## config.mk

```make
export PLATFORM = sky130hd
export DESIGN_NAME = room_occupancy_tracker_flat
export DESIGN_NICKNAME = d
export VERILOG_FILES = /design/src/rtl/room_occupancy_tracker_if.sv /design/src/rtl/room_occupancy_tracker.sv /design/src/flat_wrapper.sv
export SDC_FILE = /design/constraint.sdc
export NUM_CORES = 1
export LEC_CHECK = 0
export ABC_AREA = 1
export CORE_MARGIN = 2
export CORE_UTILIZATION = 40
export CTS_BUF_LIST = sky130_fd_sc_hd__clkbuf_8
export DETAILED_ROUTE_END_ITERATION = 8
export PLACE_DENSITY = 0.67
export SETUP_SLACK_MARGIN = 0.02
export SLEW_MARGIN = 20
export SYNTH_ARGS = -nofsm -noshare
export SYNTH_HDL_FRONTEND = slang
export SYNTH_SLANG_ARGS = --single-unit
```

## constraint.sdc

```tcl
create_clock -name clk -period 5.7 [get_ports clk]
set_clock_uncertainty 0.05 [all_clocks]
set_input_delay 1.14 -clock clk [delete_from_list [all_inputs] [get_ports clk]]
set_output_delay 1.14 -clock clk [all_outputs]
set_load 0.02 [all_outputs]
```

## src/rtl/room_occupancy_tracker_if.sv

```systemverilog
// Sensor-side bundle of the room occupancy tracker: raw door sensor levels and
// control in, occupancy flags, totals and error flags out.
interface room_occupancy_tracker_if #(
  parameter int NROOMS = 8,
  parameter int CNT_W  = 4,
  parameter int SEL_W  = 3
);
  logic [NROOMS-1:0]  enter_raw;
  logic [NROOMS-1:0]  exit_raw;
  logic               clr_err;
  logic [SEL_W-1:0]   sel;
  logic [NROOMS-1:0]  rooms;
  logic [CNT_W+2:0]   occ_total;
  logic [CNT_W-1:0]   occ_sel;
  logic [NROOMS-1:0]  ovf;
  logic [NROOMS-1:0]  udf;

  modport master (
    output enter_raw, exit_raw, clr_err, sel,
    input  rooms, occ_total, occ_sel, ovf, udf
  );

  modport slave (
    input  enter_raw, exit_raw, clr_err, sel,
    output rooms, occ_total, occ_sel, ovf, udf
  );
endinterface

```

## src/rtl/room_occupancy_tracker.sv

```systemverilog
// Per-room occupancy counting from bouncy async door sensors: 2-flop sync,
// debounce, rising-edge event, saturating count with sticky ovf/udf flags.
module room_occupancy_tracker #(
  parameter int NROOMS  = 8,
  parameter int CNT_W   = 4,
  parameter int DEB_CYC = 3
) (
  input  logic                     clk,
  input  logic                     rst,
  room_occupancy_tracker_if.slave  bus
);
  localparam int NB    = 2 * NROOMS;
  localparam int DW    = 4;
  localparam int TOT_W = CNT_W + 3;
  localparam logic [CNT_W-1:0] CNT_MAX = {CNT_W{1'b1}};

  // Entry sensors occupy the low half, exit sensors the high half.
  logic [NB-1:0]     raw, s1_q, s2_q, acc_q, acc_d, acc_dly_q, evt;
  logic [DW-1:0]     dcnt_q [NB];
  logic [DW-1:0]     dcnt_d [NB];
  logic [CNT_W-1:0]  cnt_q [NROOMS];
  logic [CNT_W-1:0]  cnt_d [NROOMS];
  logic [NROOMS-1:0] ovf_q, ovf_d, udf_q, udf_d, ent_evt, ext_evt;

  assign raw     = {bus.exit_raw, bus.enter_raw};
  assign evt     = acc_q & ~acc_dly_q;
  assign ent_evt = evt[NROOMS-1:0];
  assign ext_evt = evt[NB-1:NROOMS];

  always_comb begin
    for (int b = 0; b < NB; b++) begin
      acc_d[b]  = acc_q[b];
      dcnt_d[b] = '0;
      if (s2_q[b] != acc_q[b]) begin
        if (dcnt_q[b] == DW'(DEB_CYC - 1)) acc_d[b] = ~acc_q[b];
        else                               dcnt_d[b] = dcnt_q[b] + DW'(1);
      end
    end
  end

  // Error flags: clear first, then any new error in the same cycle sets again.
  always_comb begin
    ovf_d = bus.clr_err ? '0 : ovf_q;
    udf_d = bus.clr_err ? '0 : udf_q;
    for (int i = 0; i < NROOMS; i++) begin
      cnt_d[i] = cnt_q[i];
      if (ent_evt[i] && !ext_evt[i]) begin
        if (cnt_q[i] == CNT_MAX) ovf_d[i] = 1'b1;
        else                     cnt_d[i] = cnt_q[i] + CNT_W'(1);
      end else if (ext_evt[i] && !ent_evt[i]) begin
        if (cnt_q[i] == '0) udf_d[i] = 1'b1;
        else                cnt_d[i] = cnt_q[i] - CNT_W'(1);
      end
    end
  end

  always_ff @(posedge clk or posedge rst) begin
    if (rst) begin
      s1_q      <= '0;
      s2_q      <= '0;
      acc_q     <= '0;
      acc_dly_q <= '0;
      ovf_q     <= '0;
      udf_q     <= '0;
      for (int b = 0; b < NB; b++)     dcnt_q[b] <= '0;
      for (int i = 0; i < NROOMS; i++) cnt_q[i]  <= '0;
    end else begin
      s1_q      <= raw;
      s2_q      <= s1_q;
      acc_q     <= acc_d;
      acc_dly_q <= acc_q;
      ovf_q     <= ovf_d;
      udf_q     <= udf_d;
      for (int b = 0; b < NB; b++)     dcnt_q[b] <= dcnt_d[b];
      for (int i = 0; i < NROOMS; i++) cnt_q[i]  <= cnt_d[i];
    end
  end

  always_comb begin
    bus.occ_total = '0;
    bus.occ_sel   = '0;
    for (int i = 0; i < NROOMS; i++) begin
      bus.rooms[i]  = (cnt_q[i] != '0);
      bus.occ_total = bus.occ_total + TOT_W'(cnt_q[i]);
    end
    if (32'(bus.sel) < NROOMS) bus.occ_sel = cnt_q[bus.sel];
  end

  assign bus.ovf = ovf_q;
  assign bus.udf = udf_q;
endmodule

```

## src/flat_wrapper.sv

```systemverilog
// flat-port wrapper written by rule: the top's interface ports become plain ports
module room_occupancy_tracker_flat 
#(
  parameter int NROOMS  = 8,
  parameter int CNT_W   = 4,
  parameter int DEB_CYC = 3
)
  (clk, rst, bus_enter_raw, bus_exit_raw, bus_clr_err, bus_sel, bus_rooms, bus_occ_total, bus_occ_sel, bus_ovf, bus_udf);
  room_occupancy_tracker_if #(.NROOMS(NROOMS), .CNT_W(CNT_W), .SEL_W(3)) bus_i ();
  input  logic clk;
  input  logic rst;
  input wire logic [$bits(bus_i.enter_raw)-1:0] bus_enter_raw;
  input wire logic [$bits(bus_i.exit_raw)-1:0] bus_exit_raw;
  input wire logic [$bits(bus_i.clr_err)-1:0] bus_clr_err;
  input wire logic [$bits(bus_i.sel)-1:0] bus_sel;
  output wire logic [$bits(bus_i.rooms)-1:0] bus_rooms;
  output wire logic [$bits(bus_i.occ_total)-1:0] bus_occ_total;
  output wire logic [$bits(bus_i.occ_sel)-1:0] bus_occ_sel;
  output wire logic [$bits(bus_i.ovf)-1:0] bus_ovf;
  output wire logic [$bits(bus_i.udf)-1:0] bus_udf;
  assign bus_i.enter_raw = bus_enter_raw;
  assign bus_i.exit_raw = bus_exit_raw;
  assign bus_i.clr_err = bus_clr_err;
  assign bus_i.sel = bus_sel;
  assign bus_rooms = bus_i.rooms;
  assign bus_occ_total = bus_i.occ_total;
  assign bus_occ_sel = bus_i.occ_sel;
  assign bus_ovf = bus_i.ovf;
  assign bus_udf = bus_i.udf;
  room_occupancy_tracker #(.NROOMS(NROOMS), .CNT_W(CNT_W), .DEB_CYC(DEB_CYC)) u_core (.clk(clk), .rst(rst), .bus(bus_i));
endmodule
```

Word level (Yosys, flattened, before mapping). Cells that the tools add are included.

$add $sub $neg: 39. Multipliers: 0. Div/mod/pow operators: 0. Order comparisons: 1. Equality and inequality tests: 56. Shifts and indexed selects: 0. Muxes and demuxes: 109. Bitwise gates (word level): 19. Reductions and logical operators: 80.

Operator list (count): $mux W4 (66); $add A4 B1 Y4 const B (24); $eq A4 B2 Y1 const B (16); $add A7 B4 Y7 (6); $mux W1 (40); $eq A4 B4 Y1 const B (8); $logic_not A4 Y1 (8); $reduce_and A2 Y1 (16); $reduce_bool A4 Y1 (8); $sub A4 B1 Y4 const B (8); $reduce_and A3 Y1 (8); $and A16 B16 Y16 (1); $logic_and A1 B1 Y1 (16); $logic_not A1 Y1 (16); $mux W8 (2); $ne A1 B1 Y1 (16); $ne A2 B1 Y1 const B (8); $ne A2 B2 Y1 const B (8); $not A1 Y1 (16); $not A16 Y16 (1); $reduce_bool A2 Y1 (8); $bmux W4 S3 (1); $add A4 B4 Y5 (1); $ge A4 B4 Y1 const B (1); $not A3 Y4 (1).

Register bits: 176. Latch bits: 0. RAM bits: 0. Bits in read-only memories: 0. Input bits: 22. Logic and storage cells: 349. Memories kept: 0.

Logic depth before layout (Yosys ltp).
Depth in word-level cells: 7. Depth in mapped cells: 16. Depth with buffers taken out: 16.

Worst setup path after synthesis. No wires, ideal clock.

Kind: register to output. From: register u_core.cnt_q[24] in the netlist's numbering. To: output bus_occ_total[5]. Arrival time: 4278 ps. Required time: 4510 ps. Path slack: 232 ps. Stages on the path, launching flop included: 12. Path buffers: 0. Path through: dfrtp_1 > ha_1 > fa_1 > xor2_1 > fa_1 > inv_1 > fa_1 > fa_1 > fa_1 > fa_1 > o21ai_0 > xor2_1.

Longest elaborated chain between the ends: 7.

RTL lines: start: declaration (line room_occupancy_tracker.sv:21) `logic [CNT_W-1:0] cnt_q [NROOMS];`; $add A4 B4 Y5 (line room_occupancy_tracker.sv:84) `bus.occ_total = bus.occ_total + TOT_W'(cnt_q[i]);`; $add A7 B4 Y7 (6 in a row) (line room_occupancy_tracker.sv:84); end: declaration (line flat_wrapper.sv:17) `output wire logic [$bits(bus_i.occ_total)-1:0] bus_occ_total;`.

No other way between the ends.

Worst setup path after layout.
From: register u_core.cnt_q[28] in the netlist's numbering. To: output bus_occ_total[5].

The elaborated chain is that of the path after synthesis.

==> results.toml <==
[die]
die_w_um = 157
die_h_um = 157
core_mm2 = 0.0233
initial_core_util = 0.404
rows = 56
die-area_mm2 = 0.0247
ios = 57

[route]
wl_per_cell_um = 11.9
ant_nets = 0
vias = 6476
finalWirelength_mm = 17.3
vias_per_cell = 4.46
first_pass_iters = 4
drc = 0
drt_iter0_markers = 315

[setup_path]
crit_path_max_fanout = 2
reg2reg_depth = 12
cp.arrival_ps = 4520
timing.rr.end = "u_core.cnt_q[31]"
start_kind = "flop"
cp_data_required_time_ps = 4510
rr_startpoint = "u_core.acc_q[0]"
crit_path_end = "bus_occ_total[5]"
worst-setup-path-type = "flop to output port"
reg2reg_slack_ps = 3920
endpoint_kind = "output port"
cp-startpoint = "u_core.cnt_q[28]"

[place]
place_congestion = 0.882
port_buffers = 56
hpwlAfterDp_mm = 12.6

[synth]
syn-cell-area_mm2 = 0.00939
ys_seq_area_frac = 0.469
synth-edff-count = 0
syn_inst = 1032
synthesis.nets = 1144
ys_ff_latch = 176
syn_avg_cell_area_um2 = 9.10
synthArstFlopShare = 1.00
ys_types = 32
synth_warnings = 0
synth-main-ff-cell = "dfrtp_1"

[cells_and_area]
mostFrequentLayoutCells = "nand2_1, dfrtp_1, inv_1, nor2_1, ha_1"
syn_to_final_growth_pct = 16.6
fillCellCount = 2240
ff_latch_area_mm2 = 0.00440
antenna_cells = 0
layout-drive-gt1-share = 0.131
layout_commonest_cell = "nand2_1"
fin_nets = 1232
multi_input_area_mm2 = 0.00442

[sta]
tns_ps = -8.86
final-max-slew-violation-count = 0
setup_ws_ps = -8.86
tightest_slew_ps = 981
hold_slack_ps = 303
fin_crit_sh = 1.00
rsz0062_at_grt = "true"
relSlewSlack = 0.346
period_needed_ps = 5710
setup_viol_count_final = 1
max_clock_freq_ghz = 0.175
hold_viol = 0

[clock_tree]
clk_pin_slew_ps = 90
cts_tree = "done"
clock-sinks = 176
insertion_delay_ps = 460
root_buffer = "clkbuf_8"
clk_path_buf_depth = 2
htree_levels = 4
cts_buffers = 17

[grt]
grt_max_degree = 177
grtUsageTotal = 0.153
gr-total-overflow = 0
grt_pass1_wl_mm = 30.1
grt_pass1_vias = 6438
antenna_found_initial = 0

[run_status]
failed_checks = "negative setup slack"
outcome = "finished, violations left"

[run]
drv_cap = 0

[worst_hold_path]
min_path_type = "flop to flop"
hold_depth = 0
timing repair:
action	CTS	global route
hold buffers	0	0
pin swaps	5	6
gates resized for setup	26	19
setup buffers	0	2
setup endpoints to repair	5	5
per-stage QoR:
| step | worst slack (ps) | util | cell area [µm²] | instances |
|---|---|---|---|---|
| 2_1_floorplan | 232 | - | 9400 | 1032 |
| 3_3_place_gp | -162 | 0.449 | 10500 | 1418 |
| 3_5_place_dp | -212 | 0.449 | 10500 | 1418 |
| 4_1_cts | -23.1 | 0.467 | 10900 | 1450 |
| 5_1_grt | -173 | 0.471 | 11000 | 1452 |
| 6_report | -8.86 | 0.471 | 11000 | 1452 |
worst min-delay path by stage:
stage,start,endpoint
2_1_floorplan,u_core.s1_q[0],u_core.s2_q[0]
3_3_place_gp,u_core.s1_q[4],u_core.s2_q[4]
3_5_place_dp,u_core.s1_q[0],u_core.s2_q[0]
4_1_cts,u_core.s1_q[0],u_core.s2_q[0]
5_1_grt,u_core.s1_q[3],u_core.s2_q[3]
6_report,u_core.s1_q[0],u_core.s2_q[0]
cells in the mapped netlist (3+ instances only):
cell / number / share of area
nor2_4: 7 / 0.0084
nor2_2: 6 / 0.0040
nand3_4: 6 / 0.011
ha_1: 63 / 0.084
nand2_1: 231 / 0.092
nand4_1: 3 / 0.0020
xor2_1: 33 / 0.031
o22ai_1: 10 / 0.0067
xnor2_1: 23 / 0.021
a21oi_1: 26 / 0.014
nand2_2: 23 / 0.015
nand3_1: 52 / 0.028
dfrtp_1: 176 / 0.47
o21ai_0: 22 / 0.012
nor2_1: 123 / 0.049
o21ai_1: 18 / 0.0096
fa_1: 27 / 0.058
and2_1: 4 / 0.0027
inv_2: 25 / 0.010
nand2_4: 3 / 0.0036
inv_1: 136 / 0.054
kinds of logic (layout without fill, tap and decap cells):
logic type,count (synthesis),after routing,share of synthesized area
AND/OR/NAND/NOR,460,460,0.220
flip-flops,176,176,0.469
buffers and inverters,169,270,0.0698
adder cells (fa/ha/maj),90,90,0.141
AO/OA/AOI/OAI,78,78,0.0437
XOR/XNOR,57,57,0.0540
multiplexers,2,2,0.00240
flip-flops by register name, indices dropped and copies added, names as in the netlist:
name              count
u_core.acc_q         16
u_core.bus.ovf        8
u_core.s2_q          16
u_core.bus.udf        8
u_core.s1_q          16
u_core.acc_dly_q     16
u_core.cnt_q         32
u_core.dcnt_q        64
worst max-delay path: stages, from the launching register on:
cell and delay [ps]:
dfrtp_1 420, ha_4 180, fa_2 360, xor2_2 160, fa_1 480, inv_1 50
fa_1 460, fa_1 530, fa_1 440, buf_6 140, fa_2 400, o21ai_2 130
xor2_1 150, buf_4 150
area by class of cell:
cell class	count	share of cell area
sequential	176	0.402
timing repair buffer	74	0.0646
tap	319	0.0364
clock inverter	15	0.0146
multi-input combinational	687	0.404
clock buffer	17	0.0214
inverter	164	0.0569
layer usage:
| layer | up-vias | track usage | wire length, µm |
|---|---|---|---|
| li1 | 3353 | - | - |
| met1 | 3027 | 0.205 | 8470 |
| met2 | 80 | 0.246 | 7930 |
| met3 | 16 | 0.0388 | 649 |
| met4 | 0 | 0.0416 | 233 |
| met5 | - | 0 | 0 |
Power is not shown: default switching activity piles up to over one toggle a cycle in this logic, so the estimate is an artifact.
